**src/rtl/branch_pc_ctrl_pkg.sv**
```systemverilog
// Shared encodings for the fetch PC-select path: pc_select codes and RISC-V opcode/funct fields.
package branch_pc_ctrl_pkg;

    localparam logic [2:0] PC_SEL_RESET = 3'd0;
    localparam logic [2:0] PC_SEL_JAL   = 3'd1;
    localparam logic [2:0] PC_SEL_PC4   = 3'd2;
    localparam logic [2:0] PC_SEL_ALU   = 3'd3;
    localparam logic [2:0] PC_SEL_BR    = 3'd4;
    localparam logic [2:0] PC_SEL_XPC4  = 3'd5;

    localparam logic [4:0] OPC_BRANCH_5 = 5'b11000;
    localparam logic [4:0] OPC_JAL_5    = 5'b11011;
    localparam logic [4:0] OPC_JALR_5   = 5'b11001;

    localparam logic [2:0] FNC_BEQ  = 3'b000;
    localparam logic [2:0] FNC_BNE  = 3'b001;
    localparam logic [2:0] FNC_BLT  = 3'b100;
    localparam logic [2:0] FNC_BGE  = 3'b101;
    localparam logic [2:0] FNC_BLTU = 3'b110;
    localparam logic [2:0] FNC_BGEU = 3'b111;

    function automatic logic [4:0] opc5(input logic [31:0] instr);
        return instr[6:2];
    endfunction

endpackage

```
**src/rtl/branch_pc_ctrl_bp_counter_table.sv**
```systemverilog
// Table of saturating branch counters: one combinational read port, one
// read-modify-write update port. Reset puts every entry at weakly not-taken.
module bp_counter_table #(
    parameter int BHT_ENTRIES = 32,
    parameter int CTR_BITS    = 2
) (
    input  logic                           clk,
    input  logic                           rst,
    input  logic [$clog2(BHT_ENTRIES)-1:0] rd_idx,
    output logic [CTR_BITS-1:0]            rd_ctr,
    input  logic                           wr_en,
    input  logic [$clog2(BHT_ENTRIES)-1:0] wr_idx,
    input  logic                           wr_taken
);

    localparam logic [CTR_BITS-1:0] CTR_INIT = CTR_BITS'((2 ** (CTR_BITS - 1)) - 1);
    localparam logic [CTR_BITS-1:0] CTR_MAX  = '1;
    localparam logic [CTR_BITS-1:0] CTR_ONE  = CTR_BITS'(1);

    logic [CTR_BITS-1:0] ctr_q [BHT_ENTRIES];
    logic [CTR_BITS-1:0] wr_cur;
    logic [CTR_BITS-1:0] wr_next;

    // No bypass: a same-index read in the update cycle returns the old value.
    assign rd_ctr = ctr_q[rd_idx];
    assign wr_cur = ctr_q[wr_idx];

    always_comb begin
        wr_next = wr_cur;
        if (wr_taken) begin
            if (wr_cur != CTR_MAX) wr_next = wr_cur + CTR_ONE;
        end else begin
            if (wr_cur != '0) wr_next = wr_cur - CTR_ONE;
        end
    end

    always_ff @(posedge clk or negedge rst) begin
        if (!rst) begin
            for (int i = 0; i < BHT_ENTRIES; i++) ctr_q[i] <= CTR_INIT;
        end else if (wr_en) begin
            ctr_q[wr_idx] <= wr_next;
        end
    end

endmodule

```
**src/rtl/branch_pc_ctrl.sv**
```systemverilog
// Fetch PC-select with a dynamic branch predictor: tracks the execute-stage
// prediction, redirects on mispredict/JALR, trains the table, counts branches.
module branch_pc_ctrl
    import branch_pc_ctrl_pkg::*;
#(
    parameter int BHT_ENTRIES = 32,
    parameter int CTR_BITS    = 2,
    parameter int CNT_WIDTH   = 32
) (
    input  logic                 clk,
    input  logic                 rst,
    input  logic                 stall,
    input  logic                 bp_en,
    input  logic [31:0]          f_pc,
    input  logic [31:0]          f_instruction,
    input  logic [31:0]          x_instruction,
    input  logic [31:0]          x_pc,
    input  logic                 br_taken,
    output logic [2:0]           pc_select,
    output logic                 f_pred_taken,
    output logic                 flush,
    output logic [CNT_WIDTH-1:0] branch_count,
    output logic [CNT_WIDTH-1:0] mispredict_count
);

    localparam int IDX = $clog2(BHT_ENTRIES);
    localparam logic [CNT_WIDTH-1:0] CNT_ONE = CNT_WIDTH'(1);

    logic                boot_q;
    logic                x_valid_q;
    logic                x_pred_q;
    logic [CTR_BITS-1:0] f_ctr;
    logic                f_is_br;
    logic                f_is_jal;
    logic                x_is_br;
    logic                x_is_jalr;
    logic                mispred;
    logic                train;
    logic                unused_bits;

    assign unused_bits = ^{f_pc[31:IDX+2], f_pc[1:0], x_pc[31:IDX+2], x_pc[1:0],
                           f_instruction[31:7], f_instruction[1:0],
                           x_instruction[31:7], x_instruction[1:0]};

    bp_counter_table #(
        .BHT_ENTRIES (BHT_ENTRIES),
        .CTR_BITS    (CTR_BITS)
    ) u_table (
        .clk      (clk),
        .rst      (rst),
        .rd_idx   (f_pc[IDX+1:2]),
        .rd_ctr   (f_ctr),
        .wr_en    (train),
        .wr_idx   (x_pc[IDX+1:2]),
        .wr_taken (br_taken)
    );

    assign f_is_br      = (opc5(f_instruction) == OPC_BRANCH_5);
    assign f_is_jal     = (opc5(f_instruction) == OPC_JAL_5);
    assign f_pred_taken = f_is_br & bp_en & f_ctr[CTR_BITS-1];

    assign x_is_br   = x_valid_q & (opc5(x_instruction) == OPC_BRANCH_5);
    assign x_is_jalr = x_valid_q & (opc5(x_instruction) == OPC_JALR_5);
    assign mispred   = x_is_br & (br_taken != x_pred_q);
    assign flush     = ~boot_q & (mispred | x_is_jalr);
    assign train     = x_is_br & ~stall;

    always_comb begin
        pc_select = PC_SEL_PC4;
        if (boot_q)                    pc_select = PC_SEL_RESET;
        else if (x_is_jalr)            pc_select = PC_SEL_ALU;
        else if (mispred && br_taken)  pc_select = PC_SEL_ALU;
        else if (mispred)              pc_select = PC_SEL_XPC4;
        else if (f_is_jal)             pc_select = PC_SEL_JAL;
        else if (f_pred_taken)         pc_select = PC_SEL_BR;
    end

    // boot_q only ever falls; the instruction seen in X during boot is never valid.
    always_ff @(posedge clk or negedge rst) begin
        if (!rst) begin
            boot_q    <= 1'b1;
            x_valid_q <= 1'b0;
            x_pred_q  <= 1'b0;
        end else begin
            boot_q <= 1'b0;
            if (!stall) begin
                x_valid_q <= ~flush;
                x_pred_q  <= flush ? 1'b0 : f_pred_taken;
            end
        end
    end

    always_ff @(posedge clk or negedge rst) begin
        if (!rst) begin
            branch_count     <= '0;
            mispredict_count <= '0;
        end else if (train) begin
            if (branch_count != '1) branch_count <= branch_count + CNT_ONE;
            if (mispred && (mispredict_count != '1)) mispredict_count <= mispredict_count + CNT_ONE;
        end
    end

endmodule

```
**config.mk**
```make
export PLATFORM = sky130hd
export DESIGN_NAME = branch_pc_ctrl
export DESIGN_NICKNAME = d
export VERILOG_FILES = /design/src/rtl/branch_pc_ctrl_pkg.sv /design/src/rtl/branch_pc_ctrl_bp_counter_table.sv /design/src/rtl/branch_pc_ctrl.sv
export SDC_FILE = /design/constraint.sdc
export NUM_CORES = 1
export LEC_CHECK = 0
export CORE_MARGIN = 10
export CORE_UTILIZATION = 43
export DETAILED_ROUTE_END_ITERATION = 10
export GPL_TIMING_DRIVEN = 1
export PLACE_DENSITY = 0.75
export SYNTH_ARGS = -nofsm -noshare
export SYNTH_HDL_FRONTEND = slang
export SYNTH_SLANG_ARGS = --single-unit
```
**constraint.sdc**
```tcl
create_clock -name clk -period 2.2 [get_ports clk]
set_input_delay 0.22 -clock clk [delete_from_list [all_inputs] [get_ports clk]]
set_output_delay 0.22 -clock clk [all_outputs]
set_load 0.01 [all_outputs]
```
==> results.md, run 1 <==
- Outcome: finished, violations left
- Violated checks: setup timing
- Register area: 3319 um2
- Synth cell types: 59
- Hold WC Path Type: input port to async pin
- Leading cell type in the layout, fill and taps excluded: dfrtp_1
- Multi-input logic area: 3654 um2
- Final std cells w/o fill: 1034
- Worst-path clk slew: 0.06 ns
- Starting Density: 43.64%
- PortBufs: 93
- H-tree lvl count: 4
- Slew Limit Fails: 0
- Pleak: 4.014 nW
- CTS tree: yes
- Warnings, synthesis: 0
- Clk root buf: clkbuf_16
- Most frequent cells in the layout: dfrtp_1, buf_4, clkdlybuf4s50_1
- Async SR Flop Fraction: 100.0%
- Final worst path period need: 2.419 ns
- Rel. slew slack: 61.55%
- Crit path kind: flop to output pin
- Crit start category: flop
- Routed met3 length: 1528 um
- Largest net degree at the start of global routing: 69
- Final Skew: 0.01249 ns
- Die span in x: 146.7 um
- Core footprint: 15830 um2
- WL met1: 7997 um
- # diodes: 0
- GP Congestion: 0.8885
- Mapped Nets: 754
- RSZ-0062 raised after global routing: yes
- Antenna Nets Post-Route: 0
- Layout cell share with drive strength beyond 1: 32.76%
- CP arrival: 2.20 ns
- Max Freq: 413.5 MHz
- Worst slew pin tran: 0.5723 ns
- Final Hold Vio Count: 0
- Routed wire length: 19970 um
- Vias in the first global route: 6030
- Share of the synthesized area in the top cell type: 35.51%
- Total track usage: 17.46%
- Synth Area per Inst: 11.16 um2
- Final period util: 109.9%
- Initial antenna violation count: 0
- Power density over cell area: 602.1 nW/um2
- Nets: 940
- Final hold slack: 0.3054 ns
- # setup viols final: 19
- Placed insts: 983
- Ranking of synthesized cells by area: dfrtp_1, dfstp_2, xnor2_1, mux2_2, mux4_2
- First drt pass iteration count: 5
- CP Capture Type: output pin
- DRC: 0
- Die H: 146.7 um
- First-pass GRT wire length: 30470 um
- Die area: 21530 um2
- Detailed placement HPWL: 13520 um
- Critical path peak fanout: 3
- Seq cells post-synth: 131
- Total CTS buffers: 17
- Routed WL per cell: 19.31 um
- Worst setup margin: -0.2185 ns
- Vias: 5853
- Detailed Route Iter0 Violations: 340
- EDFF count, synth: 0
- Fillcell total: 1193
- Maximum VDD drop: 0.0006090 V
- Seq/Total Area, Yosys: 48.06%
- Reg2Reg Depth: 9
- Area Overhead vs Synth: 39.26%
- Io pins: 202
- Mapped Cells: 619
- WL met2: 9780 um
- Uppermost layer routed: met4
- Drt via density: 5.661
- Row cnt: 46
- Worst-Skew Late Latency: 0.43 ns
- Max-Cap Viols: 0
- Ys flop type: dfrtp_1
- Num Clock Sinks: 131
- CTS Buffer Depth: 2
- CP required: 1.98 ns
- Largest area contributor in the netlist: dfrtp_1
- GRT overflow: 0
- Synthesized cell area: 6907 um2
[synthesized netlist by cell type (all sizes together), types with 15 or more instances]
cell type / count
xnor2: 57
mux4: 24
dfstp: 33
nor2: 34
and3: 15
o21ai: 18
nand4: 28
mux2: 40
a21oi: 19
nor3: 25
nand3: 47
nand2: 61
dfrtp: 98
[kinds of logic after synthesis]
kind of cell,synth area share (%)
and+or+nand+nor,19.87
muxes,16.00
adders and majority gates,0.6702
AOI/OAI and AO/OA,4.511
other,0.05430
xor gates and xnor gates,8.116
buffers and inverters,2.717
DFF,48.06
[worst max-delay path, cell delays in order, from the launching register on]
cell and delay, ns:
dfrtp_1 0.39, mux4_2 0.49, mux2_4 0.29, nor3b_4 0.21, or4_4 0.21, a21oi_2 0.05
buf_2 0.14
[where the power goes]
group / internal [mW] / switching, mW
registers: 2.46 / 0.0351
clock network: 1.72 / 1.06
logic: 0.253 / 0.268
[worst paths after layout]
path | from | endpoint | slack [ns]
max | u_table.ctr_q[11] | pc_select[2] | -0.22
min | rst | u_table.ctr_q[61] | 0.31
max reg2reg | u_table.ctr_q[11] | u_table.ctr_q[37] | -0.09
min reg2reg | u_table.ctr_q[44] | u_table.ctr_q[44] | 0.46
max in group asynchronous | rst | u_table.ctr_q[14] | 1.12
min in group clk | u_table.ctr_q[44] | u_table.ctr_q[44] | 0.46
[flip-flops by register name (all words and copies together), names as in the netlist]
register / cells
boot_q: 1
branch_count: 32
mispredict_count: 32
u_table.ctr_q: 64
x_pred_q: 1
x_valid_q: 1
[what timing repair did]
item	in CTS	in global routing
hold buffers	1	0
buffers inserted	5	10
endpoints found under the hold margin	16	0
pin swaps	7	10
endpoints found under the setup margin	38	74
cloned	0	5
gates resized for setup	36	54
[cell type report]
type	count	area share [%]
Timing Repair Buffer	188	18.23
Clock buffer	23	4.865
Inverter	13	0.5074
Tap cell	216	2.810
Clock inverter	9	1.093
Multi-Input combinational cell	454	37.99
Sequential cell	131	34.51
[stage by stage]
| step | total power [mW] | cell area (um2) | TNS (ns) | setup WS (ns) | utilization [%] |
|---|---|---|---|---|---|
| 5_1_grt | 5.986 | 9618 | -2.956 | -0.2676 | 60.77 |
| 3_5_place_dp | 2.988 | 8635 | -34.26 | -0.8941 | 54.55 |
| 6_report | 5.791 | 9618 | -1.538 | -0.2185 | 60.77 |
| 2_1_floorplan | 2.717 | 6907 | 0 | 0.01731 | - |
| 3_3_place_gp | 2.969 | 8635 | -29.48 | -0.8343 | 54.55 |
| 4_1_cts | 5.770 | 9326 | -0.6085 | -0.2148 | 58.92 |
[metal layers]
| metal | vias up | GRT usage [%] |
|---|---|---|
| met1 | 2909 | 19.38 |
| met2 | 242 | 29.39 |
| met5 | - | 0 |
| met3 | 63 | 6.849 |
| li1 | 2639 | - |
| met4 | 0 | 7.057 |
No activity file was read; power rests on OpenSTA's default activity.
==> inputs of run 2 (changes only) <==
--- a/config.mk
+++ b/config.mk
@@ -8,6 +8,7 @@
 export CORE_MARGIN = 10
 export CORE_UTILIZATION = 43
 export DETAILED_ROUTE_END_ITERATION = 10
+export GPL_ROUTABILITY_DRIVEN = 0
 export GPL_TIMING_DRIVEN = 1
 export PLACE_DENSITY = 0.75
 export SYNTH_ARGS = -nofsm -noshare
==> results of run 2 <==
Final layout, timing and power as in run 1 (identical DEF).
==> inputs of run 3 (changes only) <==
--- a/config.mk
+++ b/config.mk
@@ -5,12 +5,15 @@
 export SDC_FILE = /design/constraint.sdc
 export NUM_CORES = 1
 export LEC_CHECK = 0
+export CELL_PAD_IN_SITES_DETAIL_PLACEMENT = 0
+export CELL_PAD_IN_SITES_GLOBAL_PLACEMENT = 2
 export CORE_MARGIN = 10
-export CORE_UTILIZATION = 43
+export CORE_UTILIZATION = 27
 export DETAILED_ROUTE_END_ITERATION = 10
 export GPL_ROUTABILITY_DRIVEN = 0
 export GPL_TIMING_DRIVEN = 1
 export PLACE_DENSITY = 0.75
+export SETUP_SLACK_MARGIN = 0.02
 export SYNTH_ARGS = -nofsm -noshare
 export SYNTH_HDL_FRONTEND = slang
 export SYNTH_SLANG_ARGS = --single-unit
==> run 3 against run 2 <==
Compared with the run above: the run still ends with setup timing left; largest power group unchanged; first-iteration DRC count increased by 0.59%; combinational power decreased by 3%; highest routed layer unchanged; non-clock buffer count up 12; largest cell class unchanged; routed wire length hardly changed; setup slack improved by 0.059 ns; critical path type unchanged.
==> results.md, run 3 (synthesized netlist as in run 1, its figures left out) <==
- Clk pwr share: 49.4%
- P_sw: 1.499 mW
- Final Skew: 0.01312 ns
- Biggest register: u_table.ctr_q
- Sequential share of power: 42.1%
- Maximum VDD drop: 0.0003982 V
- Final period util: 107.2%
- Cell Area, Placed: 9029 um2
- CP Capture Type: output pin
- Starting Density: 27.43%
- First drt pass iteration count: 4
- Vias in the first global route: 5808
- First-pass GRT wire length: 32640 um
- Clk root buf: clkbuf_16
- Fillcell total: 2500
- Final Hold Vio Count: 0
- CP arrival: 2.14 ns
- Vias: 5547
- PortBufs: 93
- Largest net degree at the start of global routing: 49
- Max-Cap Viols: 0
- Final std cells w/o fill: 1159
- Leading cell type in the layout, fill and taps excluded: dfrtp_1
- Initial antenna violation count: 1
- Max reg flops: 64
- Die span in x: 179.9 um
- GRT overflow: 0
- Max Freq: 423.9 MHz
- CTS Buffer Depth: 2
- Detailed placement HPWL: 14270 um
- H-tree lvl count: 4
- Row cnt: 58
- Total CTS buffers: 17
- DRC: 0
- Routed WL per cell: 17.24 um
- Critical path peak fanout: 3
- Register area: 3321 um2
- Placed insts: 1120
- Die area: 32380 um2
- Multi-input logic area: 3542 um2
- Crit start category: flop
- # setup viols final: 3
- CTS tree: yes
- Logic pwr share: 8.5%
- Nets: 950
- Power density over cell area: 602.6 nW/um2
- CP required: 1.98 ns
- Total track usage: 12.37%
- Layout cell share with drive strength beyond 1: 31.76%
- Io pins: 202
- Pleak: 4.107 nW
- Outcome: finished, violations left
- RSZ-0062 raised after global routing: yes
- Final worst path period need: 2.359 ns
- Antenna Nets Post-Route: 0
- Drt via density: 4.786
- Worst-path clk slew: 0.07 ns
- Internal power: 4.422 mW
- Worst setup margin: -0.1592 ns
- Cell area after layout: 9826 um2
- Top Registers: u_table.ctr_q x64, branch_count x32, mispredict_count x32
- Num Clock Sinks: 131
- Area Overhead vs Synth: 42.26%
- Worst-Skew Late Latency: 0.42 ns
- Slew Limit Fails: 0
- Routed wire length: 19980 um
- Detailed Route Iter0 Violations: 342
- Core footprint: 25180 um2
- Hold WC Path Type: input port to async pin
- Crit path kind: flop to output pin
- Violated checks: setup timing
- Most frequent cells in the layout: dfrtp_1, buf_4, clkdlybuf4s50_1
- Die H: 179.9 um
- Switching Fraction: 25.31%
## run 3: power groups by stage
stage	Combinational [mW]	Sequential [mW]	Clock (mW)
after global placement	0.482	2.53	0
after global routing	0.554	2.50	3.13
after CTS	0.503	2.49	3.01
after detailed placement	0.485	2.54	0
after floorplan	0.179	2.54	0
final	0.506	2.49	2.92
## run 3: per-stage QoR
stage               setup TNS [ns]  power [mW]  utilization (%)  setup slack (ns)  hold slack (ns)
finish                     -0.4321       5.921            39.02           -0.1592           0.2646
global route               -0.6766       6.181            39.01           -0.2285           0.2918
CTS                        -0.6408       6.009            38.64           -0.2108           0.2672
detailed placement          -36.41       3.021            35.85           -0.9284           0.1590
global placement            -35.01       3.017            35.85           -0.9196           0.1571
floorplan                        0       2.717                -           0.08708         -0.07559
## run 3: final timing paths
check                                   from                end  slack, ns  depth (start not counted)
max                        u_table.ctr_q[47]       pc_select[2]      -0.16                          6
min                                      rst  u_table.ctr_q[39]       0.26                          2
max reg2reg                u_table.ctr_q[63]  u_table.ctr_q[52]       0.06                          7
min reg2reg                 u_table.ctr_q[0]   u_table.ctr_q[0]       0.46                          2
max in group asynchronous                rst  u_table.ctr_q[52]       1.17                          3
min in group clk            u_table.ctr_q[0]   u_table.ctr_q[0]       0.46                          2
## run 3: area by class of cell
type	count	share of cell area, %
Antenna cell	1	0.02547
Clock buffer	18	4.368
Clock inverter	14	1.706
Inverter	13	0.4966
Multi-Input combinational cell	452	36.05
Sequential cell	131	33.80
Tap cell	330	4.202
Timing Repair Buffer	200	19.36
## run 3: critical path, cell delays in order (launching register included)
cell	delay, ns
dfrtp_1	0.40
mux4_2	0.45
mux2_4	0.30
nor3b_4	0.20
or4_4	0.18
a21oi_2	0.05
buf_2	0.13
## run 3: timing repair
item	4_1_cts	5_1_grt
hold buffers	1	0
pin swaps	4	11
resized for setup	35	25
hold endpoints to repair	33	0
buffers inserted	0	4
cloned	2	0
endpoints found under the setup margin	53	63
## run 3: routing by layer
layer / GRT usage, % / part of all wire (%) / up-vias
met5: 0 / 0 / -
met2: 19.45 / 47 / 107
li1: - / - / 2665
met3: 3.976 / 5.9 / 10
met1: 16.09 / 46 / 2765
met4: 3.010 / 0.76 / 0
